## config.mk

```make
export PLATFORM = sky130hd
export DESIGN_NAME = score_arbiter
export DESIGN_NICKNAME = d
export VERILOG_FILES = /design/src/rtl/score_pkg.sv /design/src/rtl/score_counter_bank.sv /design/src/rtl/score_arbiter.sv
export SDC_FILE = /design/constraint.sdc
export NUM_CORES = 1
export LEC_CHECK = 0
export BUFFER_PORTS_ARGS = -buffer_cell sky130_fd_sc_hd__buf_2
export CELL_PAD_IN_SITES_DETAIL_PLACEMENT = 2
export CELL_PAD_IN_SITES_GLOBAL_PLACEMENT = 2
export CORE_MARGIN = 2
export CORE_UTILIZATION = 38
export CTS_CLUSTER_DIAMETER = 100
export CTS_CLUSTER_SIZE = 25
export DETAILED_ROUTE_END_ITERATION = 7
export PLACE_DENSITY_LB_ADDON = 0.1
export SYNTH_ARGS = -nofsm -noshare
export SYNTH_HDL_FRONTEND = slang
export SYNTH_SLANG_ARGS = --single-unit
```

## constraint.sdc

```tcl
create_clock -name clk_i -period 7.18 [get_ports clk_i]
set_input_delay 0.718 -clock clk_i [delete_from_list [all_inputs] [get_ports clk_i]]
set_output_delay 0.718 -clock clk_i [all_outputs]
set_load 0.05 [all_outputs]
```

## src/rtl/score_pkg.sv

```systemverilog
`default_nettype none
// ============================================================================
//  Module   : score_pkg
//  Purpose  : Shared FSM state encoding, owner-code constant and width helpers
//             for the score_arbiter end-of-game scorer.
//  Revision : 1.0 - initial release
// ============================================================================
package score_pkg;

  // Scan sequencer states
  typedef enum logic [1:0] {
    ST_IDLE = 2'd0,
    ST_SCAN = 2'd1,
    ST_CMP  = 2'd2,
    ST_DONE = 2'd3
  } state_t;

  // Owner code of an unclaimed cell
  localparam int OWNER_EMPTY = 0;

  // Owner-code width: must hold 0 (empty) through num_players
  function automatic int pid_width(input int num_players);
    return $clog2(num_players + 1);
  endfunction

  // Per-player count width: must hold 0 through num_cells
  function automatic int cnt_width(input int num_cells);
    return $clog2(num_cells + 1);
  endfunction

endpackage
`default_nettype wire

```

## src/rtl/score_counter_bank.sv

```systemverilog
`default_nettype none
// ============================================================================
//  Module   : score_counter_bank
//  Purpose  : One ownership counter per player (ids 1..NUM_PLAYERS) with a
//             common clear, increment-by-id and combinational read-by-id.
//  Revision : 1.0 - initial release
// ============================================================================
module score_counter_bank
  import score_pkg::*;
#(
  parameter int NUM_PLAYERS = 2,
  parameter int CNT_W       = 4,
  parameter int PID_W       = pid_width(NUM_PLAYERS)
) (
  input  logic             clk_i,
  input  logic             rst_i,
  input  logic             clr_i,
  input  logic             inc_en_i,
  input  logic [PID_W-1:0] inc_id_i,
  input  logic [PID_W-1:0] rd_id_i,
  output logic [CNT_W-1:0] rd_count_o
);

  // Slot g-1 holds the count of player g
  logic [CNT_W-1:0] cnt_q [NUM_PLAYERS];

  for (genvar g = 1; g <= NUM_PLAYERS; g++) begin : g_cnt
    // Per-player counter: cleared at scan start, bumped when its id is scanned
    always_ff @(posedge clk_i) begin
      if (rst_i || clr_i) begin
        cnt_q[g-1] <= '0;
      end else if (inc_en_i && (int'(inc_id_i) == g)) begin
        cnt_q[g-1] <= cnt_q[g-1] + CNT_W'(1);
      end
    end
  end

  // Read mux; ids outside 1..NUM_PLAYERS read as zero
  always_comb begin
    rd_count_o = '0;
    for (int p = 1; p <= NUM_PLAYERS; p++) begin
      if (int'(rd_id_i) == p) begin
        rd_count_o = cnt_q[p-1];
      end
    end
  end

endmodule
`default_nettype wire

```

## src/rtl/score_arbiter.sv

```systemverilog
`default_nettype none
// ============================================================================
//  Module   : score_arbiter
//  Purpose  : End-of-game scorer. Snapshots the board on Start, counts cell
//             ownership one cell per cycle, then compares the players one per
//             cycle and reports winner / tie / winning count with a Done pulse.
//  Options  : SCORE_MARGIN_EN - track second-best and drive margin_o
//  Revision : 1.0 - initial release
// ============================================================================
module score_arbiter
  import score_pkg::*;
#(
  parameter int NUM_CELLS   = 10,
  parameter int NUM_PLAYERS = 2,
  parameter int PID_W       = pid_width(NUM_PLAYERS),
  parameter int CNT_W       = cnt_width(NUM_CELLS)
) (
  input  logic                       clk_i,
  input  logic                       rst_i,
  input  logic                       start_i,
  input  logic [NUM_CELLS*PID_W-1:0] board_i,
  output logic                       busy_o,
  output logic                       done_o,
  output logic [PID_W-1:0]           winner_o,
  output logic                       tie_o,
  output logic [CNT_W-1:0]           win_count_o
`ifdef SCORE_MARGIN_EN
  ,output logic [CNT_W-1:0]          margin_o
`endif
);

  state_t                     state_q, state_d;
  logic [NUM_CELLS*PID_W-1:0] snap_q, snap_d;
  logic [CNT_W-1:0]           idx_q, idx_d;
  logic [PID_W-1:0]           pid_q, pid_d;

  // Running comparator state
  logic [CNT_W-1:0]           best_q, best_d;
  logic [PID_W-1:0]           best_id_q, best_id_d;
  logic                       run_tie_q, run_tie_d;

  // Result registers, held between Done pulses
  logic [PID_W-1:0]           winner_q, winner_d;
  logic                       tie_out_q, tie_out_d;
  logic [CNT_W-1:0]           win_count_q, win_count_d;

`ifdef SCORE_MARGIN_EN
  logic [CNT_W-1:0]           second_q, second_d;
  logic [CNT_W-1:0]           margin_q, margin_d;
`endif

  logic                       w_clr;
  logic                       w_inc_en;
  logic [PID_W-1:0]           w_owner;
  logic [CNT_W-1:0]           w_rd_count;

  // Owner code of the cell under the scan pointer, taken from the snapshot
  assign w_owner = snap_q[int'(idx_q)*PID_W +: PID_W];

  score_counter_bank #(
    .NUM_PLAYERS (NUM_PLAYERS),
    .CNT_W       (CNT_W),
    .PID_W       (PID_W)
  ) u_bank (
    .clk_i      (clk_i),
    .rst_i      (rst_i),
    .clr_i      (w_clr),
    .inc_en_i   (w_inc_en),
    .inc_id_i   (w_owner),
    .rd_id_i    (pid_q),
    .rd_count_o (w_rd_count)
  );

  // Next-state, scan/compare datapath and result capture
  always_comb begin
    state_d     = state_q;
    snap_d      = snap_q;
    idx_d       = idx_q;
    pid_d       = pid_q;
    best_d      = best_q;
    best_id_d   = best_id_q;
    run_tie_d   = run_tie_q;
    winner_d    = winner_q;
    tie_out_d   = tie_out_q;
    win_count_d = win_count_q;
`ifdef SCORE_MARGIN_EN
    second_d    = second_q;
    margin_d    = margin_q;
`endif
    w_clr       = 1'b0;
    w_inc_en    = 1'b0;

    unique case (state_q)
      ST_IDLE: begin
        if (start_i) begin
          snap_d    = board_i;
          w_clr     = 1'b1;
          idx_d     = '0;
          best_d    = '0;
          best_id_d = '0;
          run_tie_d = 1'b0;
`ifdef SCORE_MARGIN_EN
          second_d  = '0;
`endif
          state_d   = ST_SCAN;
        end
      end

      ST_SCAN: begin
        // Empty cells and codes above NUM_PLAYERS are not counted
        w_inc_en = (int'(w_owner) != OWNER_EMPTY) && (int'(w_owner) <= NUM_PLAYERS);
        if (int'(idx_q) == NUM_CELLS - 1) begin
          pid_d   = PID_W'(1);
          state_d = ST_CMP;
        end else begin
          idx_d   = idx_q + CNT_W'(1);
        end
      end

      ST_CMP: begin
        if (w_rd_count > best_q) begin
`ifdef SCORE_MARGIN_EN
          second_d  = best_q;
`endif
          best_d    = w_rd_count;
          best_id_d = pid_q;
          run_tie_d = 1'b0;
        end else if (w_rd_count == best_q) begin
          run_tie_d = 1'b1;
`ifdef SCORE_MARGIN_EN
          second_d  = best_q;
`endif
        end
`ifdef SCORE_MARGIN_EN
        else if (w_rd_count > second_q) begin
          second_d  = w_rd_count;
        end
`endif
        if (int'(pid_q) == NUM_PLAYERS) begin
          // Capture results on the way into DONE so they are valid with the pulse
          winner_d    = run_tie_d ? '0 : best_id_d;
          tie_out_d   = run_tie_d;
          win_count_d = best_d;
`ifdef SCORE_MARGIN_EN
          margin_d    = run_tie_d ? '0 : (best_d - second_d);
`endif
          state_d     = ST_DONE;
        end else begin
          pid_d       = pid_q + PID_W'(1);
        end
      end

      ST_DONE: begin
        state_d = ST_IDLE;
      end

      default: begin
        state_d = ST_IDLE;
      end
    endcase
  end

  // State and datapath registers with synchronous reset
  always_ff @(posedge clk_i) begin
    if (rst_i) begin
      state_q     <= ST_IDLE;
      snap_q      <= '0;
      idx_q       <= '0;
      pid_q       <= '0;
      best_q      <= '0;
      best_id_q   <= '0;
      run_tie_q   <= 1'b0;
      winner_q    <= '0;
      tie_out_q   <= 1'b0;
      win_count_q <= '0;
`ifdef SCORE_MARGIN_EN
      second_q    <= '0;
      margin_q    <= '0;
`endif
    end else begin
      state_q     <= state_d;
      snap_q      <= snap_d;
      idx_q       <= idx_d;
      pid_q       <= pid_d;
      best_q      <= best_d;
      best_id_q   <= best_id_d;
      run_tie_q   <= run_tie_d;
      winner_q    <= winner_d;
      tie_out_q   <= tie_out_d;
      win_count_q <= win_count_d;
`ifdef SCORE_MARGIN_EN
      second_q    <= second_d;
      margin_q    <= margin_d;
`endif
    end
  end

  assign busy_o      = (state_q != ST_IDLE);
  assign done_o      = (state_q == ST_DONE);
  assign winner_o    = winner_q;
  assign tie_o       = tie_out_q;
  assign win_count_o = win_count_q;
`ifdef SCORE_MARGIN_EN
  assign margin_o    = margin_q;
`endif

endmodule
`default_nettype wire

```

==> summary.md <==
| Metric | Value |
|---|---|
| Internal | `0.531 mW` |
| # setup viols final | `0` |
| Flops & latches, synth | `50` |
| Crit Path Class | `reg2reg` |
| Asr flop ratio synth | `0%` |
| Routed vias/inst | `around 5.3` |
| Drt pass-1 iters | `4` |
| Post-synth cell types | `52` |
| P per Cell Area | `297 nW/um^2` |
| Compound-gate portion of the synthesized area | `18.2%` |
| Unrepaired setup endpoints after global routing | `false` |
| Final period utilization | `43.0%` |
| GRT overflow | `0` |
| Initial core utilization | `38.5%` |
| Power share of the sequential group | `40.3%` |
| Cell Chain, Critical Path | `inv_1 > ha_1 > inv_2 > and3_1 > a21oi_1 > inv_1 > ha_1 > and4_1 > nand3_4 > a221o_1 > a21oi_1` |
| Core Rows | `31` |
| Num CTS Buffers | `5` |
| Main combinational cell family by area after synthesis | `simple AND/OR/NAND/NOR gates` |
| Met3 layer usage reported by global route | `under 10%` |
| Setup TNS | `0 ns` |
| ANT cells | `0` |
| GPL Wtd Cong | `about 0.8` |
| CP Launch Type | `flip-flop` |
| Hold Path Class | `reg2reg` |
| Die area | `7930 um^2` |
| Hold Vio Cnt, Final | `0` |
| Synth Net Count | `between 300 and 400` |
| Post-synthesis mux area share | `8.15%` |
| Die Wd | `between 80 and 90 um` |
| GR Util All Layers | `20.0%` |
| Die height | `89.1 um` |
| Yosys Warn Count | `0` |
| WL final | `7.49 mm` |
| Leading area contributor after synthesis | `dfxtp_1` |
| CP arrival | `approximately 3.3 ns` |
| Top cell type's share of synthesized area | `30.6%` |
| Top cells by area, synth | `dfxtp_1 31%, edfxtp_1 8.7%, ha_1 7.7%` |
| Req. time, crit path | `between 7 and 8 ns` |
| Hold_ws | `about 0.46 ns` |
| Largest stage delay, worst path | `0.48 ns` |
| IO Count | `32` |
| Critical Path End Type | `flip-flop` |
| Seq/Total Area, Yosys | `39.3%` |
| Post-DP Area | `2950 um^2` |
| Crit path launch | `pid_q[0]` |
| Worst slew pin tran | `0.907 ns` |
| Switching power | `about 0.37 mW` |
| Clock Latency Late Sink | `0.32 ns` |
| First-pass GRT wire length | `approximately 12 mm` |
| TritonCTS clock tree | `built` |
| Worst hold stages | `2` |
| Worst Reg-to-Reg Cells | `11` |
| Pin count of the biggest net entering global routing | `44` |
| Post-synthesis xor/xnor area fraction | `1.59%` |
| Post-CTS Setup Bufs | `0` |
| First-iteration detailed-routing DRC count | `slightly above 100` |
| Comb power frac | `40.4%` |
| Htree depth | `2` |
| Total power | `0.904 mW` |
| Clock sinks | `50` |
| Post-route cell area | `3050 um^2` |
| Top_reg_cell synth | `dfxtp_1` |
| Tmin final | `3.09 ns` |
| Worst r2r src | `pid_q[0]` |
| Top-count cell post-synth | `nand2_1` |
| Worst VDD drop | `105 uV` |
| M2 GR Usage | `38.1%` |
| Routed vias | `about 2300` |
| Root buffer cell | `clkbuf_8` |
| Core Area | `roughly 7000 um^2` |
| Status | `complete, no violations` |
| Clock power frac | `19.3%` |
| Clock-pin slew on the worst setup and hold paths | `around 0.09 ns` |
| FF-to-FF End | `run_tie_q` |
| Fmax | `324 MHz` |
| Leakage | `1.20 nW` |
| CTS max path bufs | `2` |
| Hpwl dp | `5.62 mm` |
| Maximum Capacitance Violations | `0` |
| Area grow syn2layout | `10.8%` |
| Syn_area_per_cell | `8.95 um^2` |
| Post-synthesis cell count | `307` |
| GR peak layer | `met2` |
| Synth top cells by count | `53 x nand2_1, 42 x dfxtp_1, 28 x a21oi_1` |
| Vias in the first global route | `2398` |
| Post-Synth Adder-Cell Area | `7.74%` |
| Met1 global-route usage | `22.3%` |
| Initial antenna violation count | `0` |
| Layout cells sized above 1 | `between 15 and 20%` |
| Slowest stage cell, crit path | `ha_1` |
| EDFF count, synth | `8` |
| Worst hold start | `snap_q[14]` |
| Slew Viols, Final | `0` |
| Sw frac | `41.3%` |
| Fin nets | `roughly 370` |
| Cts repair resizes | `0` |
| Synth Cell Area | `approximately 2700 um^2` |
| Max Fanout on Critical Path | `15` |
| Post-synthesis simple-gate area fraction | `19.3%` |
| DRC Markers | `0` |
| Mean routed wirelength per cell | `between 15 and 20 um` |
| PortBufs | `31` |
| Hold EP | `snap_q[14]` |
| Detail Route Antenna Nets | `0` |
| Relative slew margins | `39.5%` |
| R2r setup slk | `4.09 ns` |
| Finished Core Util | `42.7%` |
| Clk_skew | `0.00806 ns` |
| Post-CTS Hold Buffers | `0` |
==> power groups by stage <==
stage / Sequential [mW] / Clock [mW] / Combinational [mW]
global route: 0.372 / 0.194 / 0.410
finish: 0.364 / 0.175 / 0.365
floorplan: 0.354 / 0 / 0.296
detailed placement: 0.372 / 0 / 0.371
global placement: 0.370 / 0 / 0.359
CTS: 0.366 / 0.181 / 0.373
==> stage by stage <==
stage	instances	setup slack (ns)
2_1_floorplan	307	4.71
5_1_grt	431	3.83
3_5_place_dp	423	4.13
6_report	431	4.09
3_3_place_gp	423	4.28
4_1_cts	431	4.10
==> worst max path at each step <==
| stage | endpoint | slack (ns) | cells past startpoint |
|---|---|---|---|
| after floorplan | best_id_q[0] | 4.71 | 10 |
| after global placement | best_q[1] | 4.28 | 10 |
| after detailed placement | run_tie_q | 4.13 | 11 |
| after CTS | run_tie_q | 4.10 | 11 |
| after global routing | run_tie_q | 3.83 | 11 |
| final | run_tie_q | 4.09 | 11 |
==> sequential cells by signal, summed over array words and instances (netlist names), 2 cells and up <==
signal / count
winner_o: 2
best_q: 4
win_count_o: 4
u_bank.cnt_q: 8
best_id_q: 2
pid_q: 2
state_q: 2
idx_q: 4
snap_q: 20
==> cells in the final DEF (no fill, tap or decap), drive strengths merged, types with 3 or more instances in the layout <==
master  count
a21o        3
a21oi      28
a22oi       6
and3        6
buf        31
clkbuf      7
dfxtp      42
edfxtp      8
ha         17
inv        21
mux2        3
mux2i      10
mux4        4
nand2      54
nand2b     10
nand3       5
nor2       26
nor3        3
o211ai      3
o21ai       6
o22ai       4
o32a        4
xnor2       3
==> area by class of cell <==
| cell class | instances | area, um^2 |
|---|---|---|
| clock inverter | 1 | 5.00 |
| inverter | 22 | 82.6 |
| tap | 99 | 124 |
| timing repair buffer | 31 | 155 |
| multi-input combinational | 221 | 1510 |
| clock buffer | 7 | 86.3 |
| sequential | 50 | 1080 |
| fill | 838 | 4090 |
==> critical path, delay by kind of cell, from the launching register on <==
kind,cells,cell delay [ns]
DFF,1,0.36
buffers and inverters,3,0.27
and+or+nand+nor,3,0.75
adders and majority gates,2,0.86
AOI/OAI and AO/OA,3,0.78
==> metal layers <==
metal / part of all wire [%] / vias to the layer above
li1: - / 1117
met1: 42 / 1138
met2: 54 / 34
met3: 2.7 / 9
met4: 1.4 / 0
met5: 0 / -
==> logic make-up (layout without fill, tap and decap cells) <==
logic type,count (synthesis),in the layout
simple gates,113,113
compound gates,69,69
flops,50,50
buf+inv,36,61
fa+ha+maj,17,17
mux,17,17
xor+xnor,5,5
Power figures use the tool's default switching activity.
